**src/rtl/multicycle_control_if.sv**
```systemverilog
// Control bundle between the multi-cycle control FSM and the G30 datapath.
// master : the controller (consumes IR fields and status, drives controls)
// slave  : the datapath/memory side
//   opcode/funct3/funct7 : instruction register fields
//   zero                 : ALU zero flag
//   mem_ready            : memory completes the current access this cycle
//   mem_read/mem_write   : memory request strobes
//   ir_write/pc_write    : IR and PC update enables, pc_src selects PC source
//   reg_write/result_src : register file write enable and writeback mux
//   alu_src_a/alu_src_b  : ALU operand muxes, alu_control the ALU op code
//   illegal/instret      : sticky unsupported-instruction flag, retire count
interface multicycle_control_if;
    logic [6:0]  opcode;
    logic [2:0]  funct3;
    logic [6:0]  funct7;
    logic        zero;
    logic        mem_ready;
    logic        mem_read;
    logic        mem_write;
    logic        ir_write;
    logic        pc_write;
    logic        pc_src;
    logic        reg_write;
    logic [1:0]  result_src;
    logic [1:0]  alu_src_a;
    logic [1:0]  alu_src_b;
    logic [3:0]  alu_control;
    logic        illegal;
    logic [31:0] instret;

    modport master (
        input  opcode, funct3, funct7, zero, mem_ready,
        output mem_read, mem_write, ir_write, pc_write, pc_src, reg_write,
               result_src, alu_src_a, alu_src_b, alu_control, illegal, instret
    );

    modport slave (
        output opcode, funct3, funct7, zero, mem_ready,
        input  mem_read, mem_write, ir_write, pc_write, pc_src, reg_write,
               result_src, alu_src_a, alu_src_b, alu_control, illegal, instret
    );
endinterface

```
**src/rtl/multicycle_control.sv**
```systemverilog
// Multi-cycle control FSM for the G30 datapath: sequences each instruction
// through fetch, decode, execute, memory and writeback, drives the ALU
// operand selects and op code, and counts retired instructions.
// Ports:
//   clk   : clock, rising edge
//   rst_n : asynchronous active-low reset
//   ctl   : controller end of the control bundle (see multicycle_control_if)
// Outputs are decoded from the state register; pc_write in BRANCH and the
// ir_write/pc_write pair in FETCH additionally depend on zero / mem_ready.
module multicycle_control (
    input logic                 clk,
    input logic                 rst_n,
    multicycle_control_if.master ctl
);

    localparam int unsigned CNT_W = 32;

    localparam logic [3:0] ALU_ADD = 4'b0010;
    localparam logic [3:0] ALU_SUB = 4'b0110;
    localparam logic [3:0] ALU_XOR = 4'b0100;
    localparam logic [3:0] ALU_SRL = 4'b0101;

    localparam logic [6:0] OPC_R      = 7'b0110011;
    localparam logic [6:0] OPC_I      = 7'b0010011;
    localparam logic [6:0] OPC_LOAD   = 7'b0000011;
    localparam logic [6:0] OPC_STORE  = 7'b0100011;
    localparam logic [6:0] OPC_BRANCH = 7'b1100011;

    typedef enum logic [3:0] {
        S_IDLE, S_FETCH, S_DECODE, S_EXEC_R, S_EXEC_I, S_MEM_ADDR,
        S_MEM_READ, S_MEM_WB, S_MEM_WRITE, S_ALU_WB, S_BRANCH, S_HALT
    } state_t;

    state_t             state_q, state_d;
    logic [CNT_W-1:0]   instret_q;
    logic               retire;
    logic               r_ok;
    logic [3:0]         r_ctrl;

    // State register
    always_ff @(posedge clk or negedge rst_n) begin
        if (!rst_n) state_q <= S_IDLE;
        else        state_q <= state_d;
    end

    // R-type funct decode; unsupported combinations report r_ok=0 and op 0
    always_comb begin
        r_ok   = 1'b1;
        r_ctrl = ALU_ADD;
        case ({ctl.funct3, ctl.funct7})
            {3'b000, 7'b0000000}: r_ctrl = ALU_ADD;
            {3'b000, 7'b0100000}: r_ctrl = ALU_SUB;
            {3'b100, 7'b0000000}: r_ctrl = ALU_XOR;
            {3'b101, 7'b0000000}: r_ctrl = ALU_SRL;
            default: begin
                r_ok   = 1'b0;
                r_ctrl = 4'b0000;
            end
        endcase
    end

    // Next-state and control decode
    always_comb begin
        state_d         = state_q;
        ctl.mem_read    = 1'b0;
        ctl.mem_write   = 1'b0;
        ctl.ir_write    = 1'b0;
        ctl.pc_write    = 1'b0;
        ctl.pc_src      = 1'b0;
        ctl.reg_write   = 1'b0;
        ctl.result_src  = 2'b00;
        ctl.alu_src_a   = 2'b00;
        ctl.alu_src_b   = 2'b00;
        ctl.alu_control = 4'b0000;
        ctl.illegal     = 1'b0;
        case (state_q)
            S_IDLE: state_d = S_FETCH;
            S_FETCH: begin
                ctl.mem_read    = 1'b1;
                ctl.alu_src_b   = 2'b10;
                ctl.alu_control = ALU_ADD;
                // IR and PC+4 commit only on the cycle the fetch completes
                ctl.ir_write    = ctl.mem_ready;
                ctl.pc_write    = ctl.mem_ready;
                if (ctl.mem_ready) state_d = S_DECODE;
            end
            S_DECODE: begin
                // Branch target (oldPC + imm) is parked in ALUOut here
                ctl.alu_src_a   = 2'b01;
                ctl.alu_src_b   = 2'b01;
                ctl.alu_control = ALU_ADD;
                case (ctl.opcode)
                    OPC_R:                state_d = S_EXEC_R;
                    OPC_I:                state_d = S_EXEC_I;
                    OPC_LOAD, OPC_STORE:  state_d = S_MEM_ADDR;
                    OPC_BRANCH:           state_d = S_BRANCH;
                    default:              state_d = S_HALT;
                endcase
            end
            S_EXEC_R: begin
                ctl.alu_src_a   = 2'b10;
                ctl.alu_control = r_ctrl;
                state_d         = r_ok ? S_ALU_WB : S_HALT;
            end
            S_EXEC_I: begin
                ctl.alu_src_a   = 2'b10;
                ctl.alu_src_b   = 2'b01;
                ctl.alu_control = ALU_ADD;
                state_d         = (ctl.funct3 == 3'b000) ? S_ALU_WB : S_HALT;
            end
            S_ALU_WB: begin
                ctl.reg_write = 1'b1;
                state_d       = S_FETCH;
            end
            S_MEM_ADDR: begin
                ctl.alu_src_a   = 2'b10;
                ctl.alu_src_b   = 2'b01;
                ctl.alu_control = ALU_ADD;
                if (ctl.funct3 != 3'b010)       state_d = S_HALT;
                else if (ctl.opcode == OPC_LOAD) state_d = S_MEM_READ;
                else                             state_d = S_MEM_WRITE;
            end
            S_MEM_READ: begin
                ctl.mem_read = 1'b1;
                if (ctl.mem_ready) state_d = S_MEM_WB;
            end
            S_MEM_WB: begin
                ctl.reg_write  = 1'b1;
                ctl.result_src = 2'b01;
                state_d        = S_FETCH;
            end
            S_MEM_WRITE: begin
                ctl.mem_write = 1'b1;
                if (ctl.mem_ready) state_d = S_FETCH;
            end
            S_BRANCH: begin
                ctl.alu_src_a   = 2'b10;
                ctl.alu_control = ALU_SUB;
                ctl.pc_src      = 1'b1;
                // Only beq is supported; anything else must not touch the PC
                if (ctl.funct3 == 3'b000) begin
                    ctl.pc_write = ctl.zero;
                    state_d      = S_FETCH;
                end else begin
                    state_d      = S_HALT;
                end
            end
            S_HALT: ctl.illegal = 1'b1;
            default: state_d = S_IDLE;
        endcase
    end

    // An instruction retires when its last state hands back to FETCH
    assign retire = (state_d == S_FETCH) &&
                    ((state_q == S_ALU_WB) || (state_q == S_MEM_WB) ||
                     (state_q == S_MEM_WRITE) || (state_q == S_BRANCH));

    // Retired-instruction counter, wraps naturally
    always_ff @(posedge clk or negedge rst_n) begin
        if (!rst_n)      instret_q <= '0;
        else if (retire) instret_q <= instret_q + CNT_W'(1);
    end

    assign ctl.instret = instret_q;

endmodule

```
**src/flat_wrapper.sv**
```systemverilog
// flat-port wrapper written by rule: the top's interface ports become plain ports
module multicycle_control_flat 
  (clk, rst_n, ctl_opcode, ctl_funct3, ctl_funct7, ctl_zero, ctl_mem_ready, ctl_mem_read, ctl_mem_write, ctl_ir_write, ctl_pc_write, ctl_pc_src, ctl_reg_write, ctl_result_src, ctl_alu_src_a, ctl_alu_src_b, ctl_alu_control, ctl_illegal, ctl_instret);
  multicycle_control_if ctl_i ();
  input logic clk;
  input logic rst_n;
  input wire logic [$bits(ctl_i.opcode)-1:0] ctl_opcode;
  input wire logic [$bits(ctl_i.funct3)-1:0] ctl_funct3;
  input wire logic [$bits(ctl_i.funct7)-1:0] ctl_funct7;
  input wire logic [$bits(ctl_i.zero)-1:0] ctl_zero;
  input wire logic [$bits(ctl_i.mem_ready)-1:0] ctl_mem_ready;
  output wire logic [$bits(ctl_i.mem_read)-1:0] ctl_mem_read;
  output wire logic [$bits(ctl_i.mem_write)-1:0] ctl_mem_write;
  output wire logic [$bits(ctl_i.ir_write)-1:0] ctl_ir_write;
  output wire logic [$bits(ctl_i.pc_write)-1:0] ctl_pc_write;
  output wire logic [$bits(ctl_i.pc_src)-1:0] ctl_pc_src;
  output wire logic [$bits(ctl_i.reg_write)-1:0] ctl_reg_write;
  output wire logic [$bits(ctl_i.result_src)-1:0] ctl_result_src;
  output wire logic [$bits(ctl_i.alu_src_a)-1:0] ctl_alu_src_a;
  output wire logic [$bits(ctl_i.alu_src_b)-1:0] ctl_alu_src_b;
  output wire logic [$bits(ctl_i.alu_control)-1:0] ctl_alu_control;
  output wire logic [$bits(ctl_i.illegal)-1:0] ctl_illegal;
  output wire logic [$bits(ctl_i.instret)-1:0] ctl_instret;
  assign ctl_i.opcode = ctl_opcode;
  assign ctl_i.funct3 = ctl_funct3;
  assign ctl_i.funct7 = ctl_funct7;
  assign ctl_i.zero = ctl_zero;
  assign ctl_i.mem_ready = ctl_mem_ready;
  assign ctl_mem_read = ctl_i.mem_read;
  assign ctl_mem_write = ctl_i.mem_write;
  assign ctl_ir_write = ctl_i.ir_write;
  assign ctl_pc_write = ctl_i.pc_write;
  assign ctl_pc_src = ctl_i.pc_src;
  assign ctl_reg_write = ctl_i.reg_write;
  assign ctl_result_src = ctl_i.result_src;
  assign ctl_alu_src_a = ctl_i.alu_src_a;
  assign ctl_alu_src_b = ctl_i.alu_src_b;
  assign ctl_alu_control = ctl_i.alu_control;
  assign ctl_illegal = ctl_i.illegal;
  assign ctl_instret = ctl_i.instret;
  multicycle_control u_core (.clk(clk), .rst_n(rst_n), .ctl(ctl_i));
endmodule
```
**config.mk**
```make
export PLATFORM = sky130hd
export DESIGN_NAME = multicycle_control_flat
export DESIGN_NICKNAME = d
export VERILOG_FILES = /design/src/rtl/multicycle_control_if.sv /design/src/rtl/multicycle_control.sv /design/src/flat_wrapper.sv
export SDC_FILE = /design/constraint.sdc
export NUM_CORES = 1
export LEC_CHECK = 0
export ABC_AREA = 0
export CORE_ASPECT_RATIO = 0.6
export CORE_MARGIN = 2
export CORE_UTILIZATION = 49
export CTS_BUF_LIST = sky130_fd_sc_hd__clkbuf_2 sky130_fd_sc_hd__clkbuf_4 sky130_fd_sc_hd__clkbuf_8
export CTS_CLUSTER_SIZE = 30
export DETAILED_ROUTE_END_ITERATION = 8
export GPL_TIMING_DRIVEN = 0
export HOLD_SLACK_MARGIN = 0.03
export PLACE_DENSITY = 0.82
export SETUP_SLACK_MARGIN = 0.2
export SYNTH_ARGS = -nofsm -noshare
export SYNTH_HDL_FRONTEND = slang
export SYNTH_SLANG_ARGS = --single-unit
```
**constraint.sdc**
```tcl
create_clock -name clk -period 3.3 [get_ports clk]
set_input_delay 0.495 -clock clk [delete_from_list [all_inputs] [get_ports clk]]
set_output_delay 0.495 -clock clk [all_outputs]
set_load 0.005 [all_outputs]
```
# == After elaboration in Yosys (flattened, before gate mapping) ==
# Cells that the tools add are included.
# op_classes
reduce_logical,15
eq_ne,21
muxes,24
n_addsub,1
# op_table
op,n
$pmux 4 s10,1
$add 32x1->32 const B,1
$mux 4,6
$eq 10x10->1 const B,2
$eq 4x3->1 const B,4
$eq 4x4->1 const B,4
$pmux 4 s4,1
$eq 7x6->1 const B,2
$pmux 3 s4,1
$reduce_or 4->1,3
$eq 10x6->1 const B,1
$logic_not 10->1,1
$mux 1,9
$pmux 3 s3,1
$eq 4x1->1 const B,2
$eq 4x2->1 const B,2
$pmux 2 s2,2
$eq 7x2->1 const B,1
$eq 7x5->1 const B,1
$eq 7x7->1 const B,1
$reduce_or 2->1,3
$reduce_or 3->1,2
$logic_not 4->1,1
$mux 2,2
other kinds (5),7
# word_totals
output_inout_bits,49
word_cells,63
in_bits,21
register_bits,36

# == Logic depth before layout (Yosys ltp) ==
# Gate-level depths: netlist of run 1.
# depth
depth_word,7
ltp_mapped,7

# == Least setup slack after synthesis of run 1 ==
# Ideal clock, no wire load.
# synth_path
path_type,input-to-reg
startpoint,input ctl_funct3[1]
endpoint,"register u_core.instret_q[1], in the netlist u_core.ctl.instret[1]"
arrival_ps,1737
path_slack_ps,1435
path_buffers,0
required_ps,3172
cell_stages,4
path_cell_list,or3_1 o22a_4 nor3b_2 mux2_1
# synth_via
elab_chain_len,7
elab_cells_between_ends,15
cone_classes,5 x eq/ne; 6 x mux; 4 x reduce/logical
# synth_lines
item,line_no,rtl
from (decl),flat_wrapper.sv:8,input wire logic [$bits(ctl_i.funct3)-1:0] ctl_funct3;
"$eq 10x6->1, or another cell as far along",multicycle_control.sv:50,"case ({ctl.funct3, ctl.funct7})"
$reduce_or 4->1 (no source line),-,
$mux 1,multicycle_control.sv:50,
$mux 2,multicycle_control.sv:103,state_d = r_ok ? S_ALU_WB : S_HALT;
$pmux 4 s10 *,multicycle_control.sv:76,case (state_q)
$eq 4x1->1 *,multicycle_control.sv:154,assign retire = (state_d == S_FETCH) &&
$logic_and 1x1->1 *,multicycle_control.sv:154,
to (signal assigned),multicycle_control.sv:161,else if (retire) instret_q <= instret_q + CNT_W'(1);
to (decl),multicycle_control.sv:35,logic [CNT_W-1:0] instret_q;
# Every way passes the cells marked *; elsewhere a longest branch is shown, timed or not.
# A chain may end at the register's enable or synchronous reset.

# == Worst setup path after layout of run 1 ==
# layout_path
startpoint,input ctl_funct3[1]
endpoint,output ctl_alu_control[1]
# layout_via
elab_chain_len,3
elab_cells_between_ends,6
cone_classes,3 x eq/ne; 2 x mux; 1 x reduce/logical
# layout_lines
item,line_no,rtl
"$eq 10x10->1, or another cell as far along",multicycle_control.sv:50,
$pmux 3 s4 *,multicycle_control.sv:50,
$pmux 3 s3 *,multicycle_control.sv:76,
to (decl),flat_wrapper.sv:21,output wire logic [$bits(ctl_i.alu_control)-1:0] ctl_alu_control;
# Marks and branches as above.

==> results of run 1 <==
state kept, by name, summed over array words and instances (netlist names):
signal and cells:
u_core.state_q 4, u_core.ctl.instret 32
worst reg2reg max path, cell delays in order (launching register included):
cell	delay, ps
dfrtp_1	350
buf_2	180
nand2_2	190
mux2i_4	420
nand3_2	370
nor4_2	370
xor2_1	180
worst max-delay path by stage:
stage	to	depth (start not counted)	slack, ps
after CTS	ctl_alu_control[1]	5	370
after global routing	ctl_alu_control[1]	5	300
after detailed placement	ctl_alu_control[1]	5	390
after floorplan	u_core.ctl.instret[1]$_DFFE_PN0P_	4	1440
after global placement	ctl_alu_control[1]	5	390
final	ctl_alu_control[1]	5	350
synthesized netlist by cell type (6+ instances only):
library cell and number:
inv_1 6, nand3_1 7, nand4_1 8, xor2_1 27, dfrtp_1 36, nor4_2 22, nor2_1 21, a21oi_1 6
nand2_1 24, nor3_1 7, and3_1 6
through the flow:
step / std cells / hold slack, ps
floorplan: 248 / 199
global placement: 378 / 458
detailed placement: 378 / 460
CTS: 386 / 313
global route: 386 / 338
finish: 386 / 287
power by group:
group | total (mW) | switching, mW | internal (mW)
registers | 0.559 | 0.0653 | 0.493
clock network | 0.324 | 0.158 | 0.166
logic | 1.06 | 0.578 | 0.483
total | 1.94 | 0.801 | 1.14
kinds of logic after synthesis:
kind of cell	after synthesis	synth area share [%]
compound gates	29	8.49
xor+xnor	32	11.5
fa+ha+maj	1	0.514
buf+inv	20	5.20
flops	36	37.0
mux	3	1.80
other cells	1	0.154
simple gates	125	35.3
routing by layer:
| layer | routed length, um | part of all wire (%) | vias up | global-route usage, % |
|---|---|---|---|---|
| met4 | 50 | 0.85 | 0 | 4.97 |
| met3 | 298 | 5.1 | 7 | 6.79 |
| li1 | - | - | 1028 | - |
| met2 | 2400 | 41 | 58 | 30.4 |
| met5 | 0 | 0 | - | 0 |
| met1 | 3120 | 53 | 1015 | 35.7 |
layout make-up:
type / instances / area [um^2] / area share, %
timing repair buffer: 67 / 666 / 20.3
multi-input combinational: 192 / 1410 / 43.0
clock buffer: 6 / 82.6 / 2.52
clock inverter: 2 / 10.0 / 0.306
sequential: 36 / 901 / 27.5
buffer: 14 / 104 / 3.17
tap: 63 / 78.8 / 2.41
inverter: 6 / 22.5 / 0.688
cell usage in the layout, fill, tap and decap left out, drive strengths merged, types with 2 or more instances in the layout:
master	n
a211oi	2
nor3	8
clkdlybuf4s50	66
xor2	27
nor4	23
nand2	25
and2	2
and3	6
nor2	21
xnor2	5
o21ai	8
dfrtp	36
and4	2
inv	6
or2	3
o22ai	2
clkinv	2
mux2i	2
a21oi	6
conb	2
clkbuf	9
nand3	8
nand4	9
nor4b	2
buf	12
nor2b	5
o32ai	2
nor3b	3
or3	2
nand2b	4
==> flow_metrics.py, run 1 <==
metrics = {
    "clocking": {
        "cts-hold-fix-buffers": 0,
        "htree_levels": 2,
        "cts_resized": 0,
        "cts_setup_buffers": 0,
        "clk_pin_slew_ps": 70,
        "tritoncts": "yes",
        "clockBufferDepth": 2,
        "cts_root_buf": "clkbuf_8",
        "clock_latency_ps": 290,
        "clock_sinks": 36,
        "cts_made_buffers": 5,
    },
    "timing": {
        "slew_headroom_pct": 46.7,
        "fin_worst_skew_ps": 5.27,
        "fin_crit_ps": 2950,
        "setup_ws_ps": 351,
        "max_freq_ghz": 0.339,
        "setup_violations": 0,
        "fin_crit_sh_pct": 89.4,
        "tns_ps": 0,
        "rsz0062_at_grt": "no",
        "maxSlewViolCount": 0,
        "tightest_slew_ps": 799,
        "hold_viol": 0,
    },
    "synth": {
        "syn_area_per_cell_um2": 9.85,
        "yosysWarnings": 0,
        "ys_seq_area_share_pct": 37.0,
        "synth_ff_type": "dfrtp_1",
        "synth.area.top_cells": "dfrtp_1 (37%), nor4_2 (11%), xor2_1 (9.7%), nand2_1 (3.7%), nor2_1 (3.2%)",
        "synthDistinctLibCells": 53,
        "yosysTopAreaCellShare_pct": 37.0,
        "synth_edf_count": 0,
        "syn_inst": 247,
        "synthesis.area_mm2": 0.00243,
        "async_reset_ff_share_pct": 100,
        "ys_seq_elements": 36,
        "yosys.area.top_type": "dfrtp_1",
    },
    "worst_setup_path": {
        "path_cells": "clkdlybuf4s50_1 > or3_1 > o31a_1 > o32ai_1 > clkdlybuf4s50_1",
        "setup.worst_path.class": "in2out",
        "worstReg2RegEnd": "u_core.ctl.instret[21]$_DFFE_PN0P_",
        "path_delay_family": "buffers and inverters",
        "crit_arrival_ps": 2450,
        "worstRegToRegCells": 6,
        "r2r_setup_slack_ps": 1170,
        "max_stage_delay_ps": 560,
        "required_ps": 2800,
        "critPathBufInv": 2,
        "cp-startpoint": "ctl_funct3[1]",
        "critPathLaunchType": "input pin",
        "crit_fanout": 4,
        "cp_common_cell": "clkdlybuf4s50_1",
        "r2r_start": "u_core.state_q[1]$_DFF_PN0_",
        "slowest_stage": "clkdlybuf4s50_1",
        "critPathCaptureType": "primary output",
    },
    "floorplanning": {
        "initial_core_util_pct": 51.9,
        "num_rows": 19,
        "die_h_um": 58.6,
        "core-area_mm2": 0.00468,
        "fp.dieW_um": 95.0,
        "io_pins": 70,
        "dieArea_mm2": 0.00556,
    },
    "layout": {
        "fill_cells": 373,
        "syn_to_final_growth_pct": 34.6,
        "layout-drive-gt1-share_pct": 16.4,
        "layout.nets": 344,
        "n_antenna_cell": 0,
        "post-route-util_pct": 69.9,
        "stdcell_area_mm2": 0.00327,
    },
    "detailed_routing": {
        "ant_nets": 0,
        "via_per_inst": 5.46,
        "firstDrtPassIters": 4,
        "routedWlPerCell_um": 15.2,
        "drc_errors": 0,
        "vias": 2108,
        "drt_wl_total_um": 5870,
        "drt_iter0_drc": 105,
    },
    "job": {
        "maxCapViolCount": 0,
    },
    "global_routing": {
        "grt_pass1_wl_um": 9630,
        "first_global_vias": 1946,
        "grt_antenna_before_repair": 0,
        "grt_max_degree": 37,
        "overflow": 0,
        "globalRouteTotalUtil_pct": 22.7,
    },
    "hold_path": {
        "min-delay-path-class": "in2async",
    },
    "power_and_ir_drop": {
        "p_leak_nw": 1.37,
        "total_power_mw": 1.94,
        "ir_drop_mv": 0.356,
        "p_per_area_mw_per_mm2": 594,
    },
    "status": {
        "outcome": "finished clean",
    },
    "placement": {
        "post_dp_cell_area_mm2": 0.00318,
        "dp_hpwl_um": 4480,
        "gp_congestion": 0.857,
        "io_buffers": 67,
        "place_ws_ps": 391,
    },
}
Note: power is estimated with default switching activity, not from simulation.
==> run 2: changes to the inputs <==
--- a/config.mk
+++ b/config.mk
@@ -16,6 +16,8 @@
 export HOLD_SLACK_MARGIN = 0.03
 export PLACE_DENSITY = 0.82
 export SETUP_SLACK_MARGIN = 0.2
+export SKIP_LAST_GASP = 1
 export SYNTH_ARGS = -nofsm -noshare
 export SYNTH_HDL_FRONTEND = slang
 export SYNTH_SLANG_ARGS = --single-unit
+export TNS_END_PERCENT = 10
==> results of run 2 <==
Same layout as run 1: the final DEF is identical, and so are final timing and power.
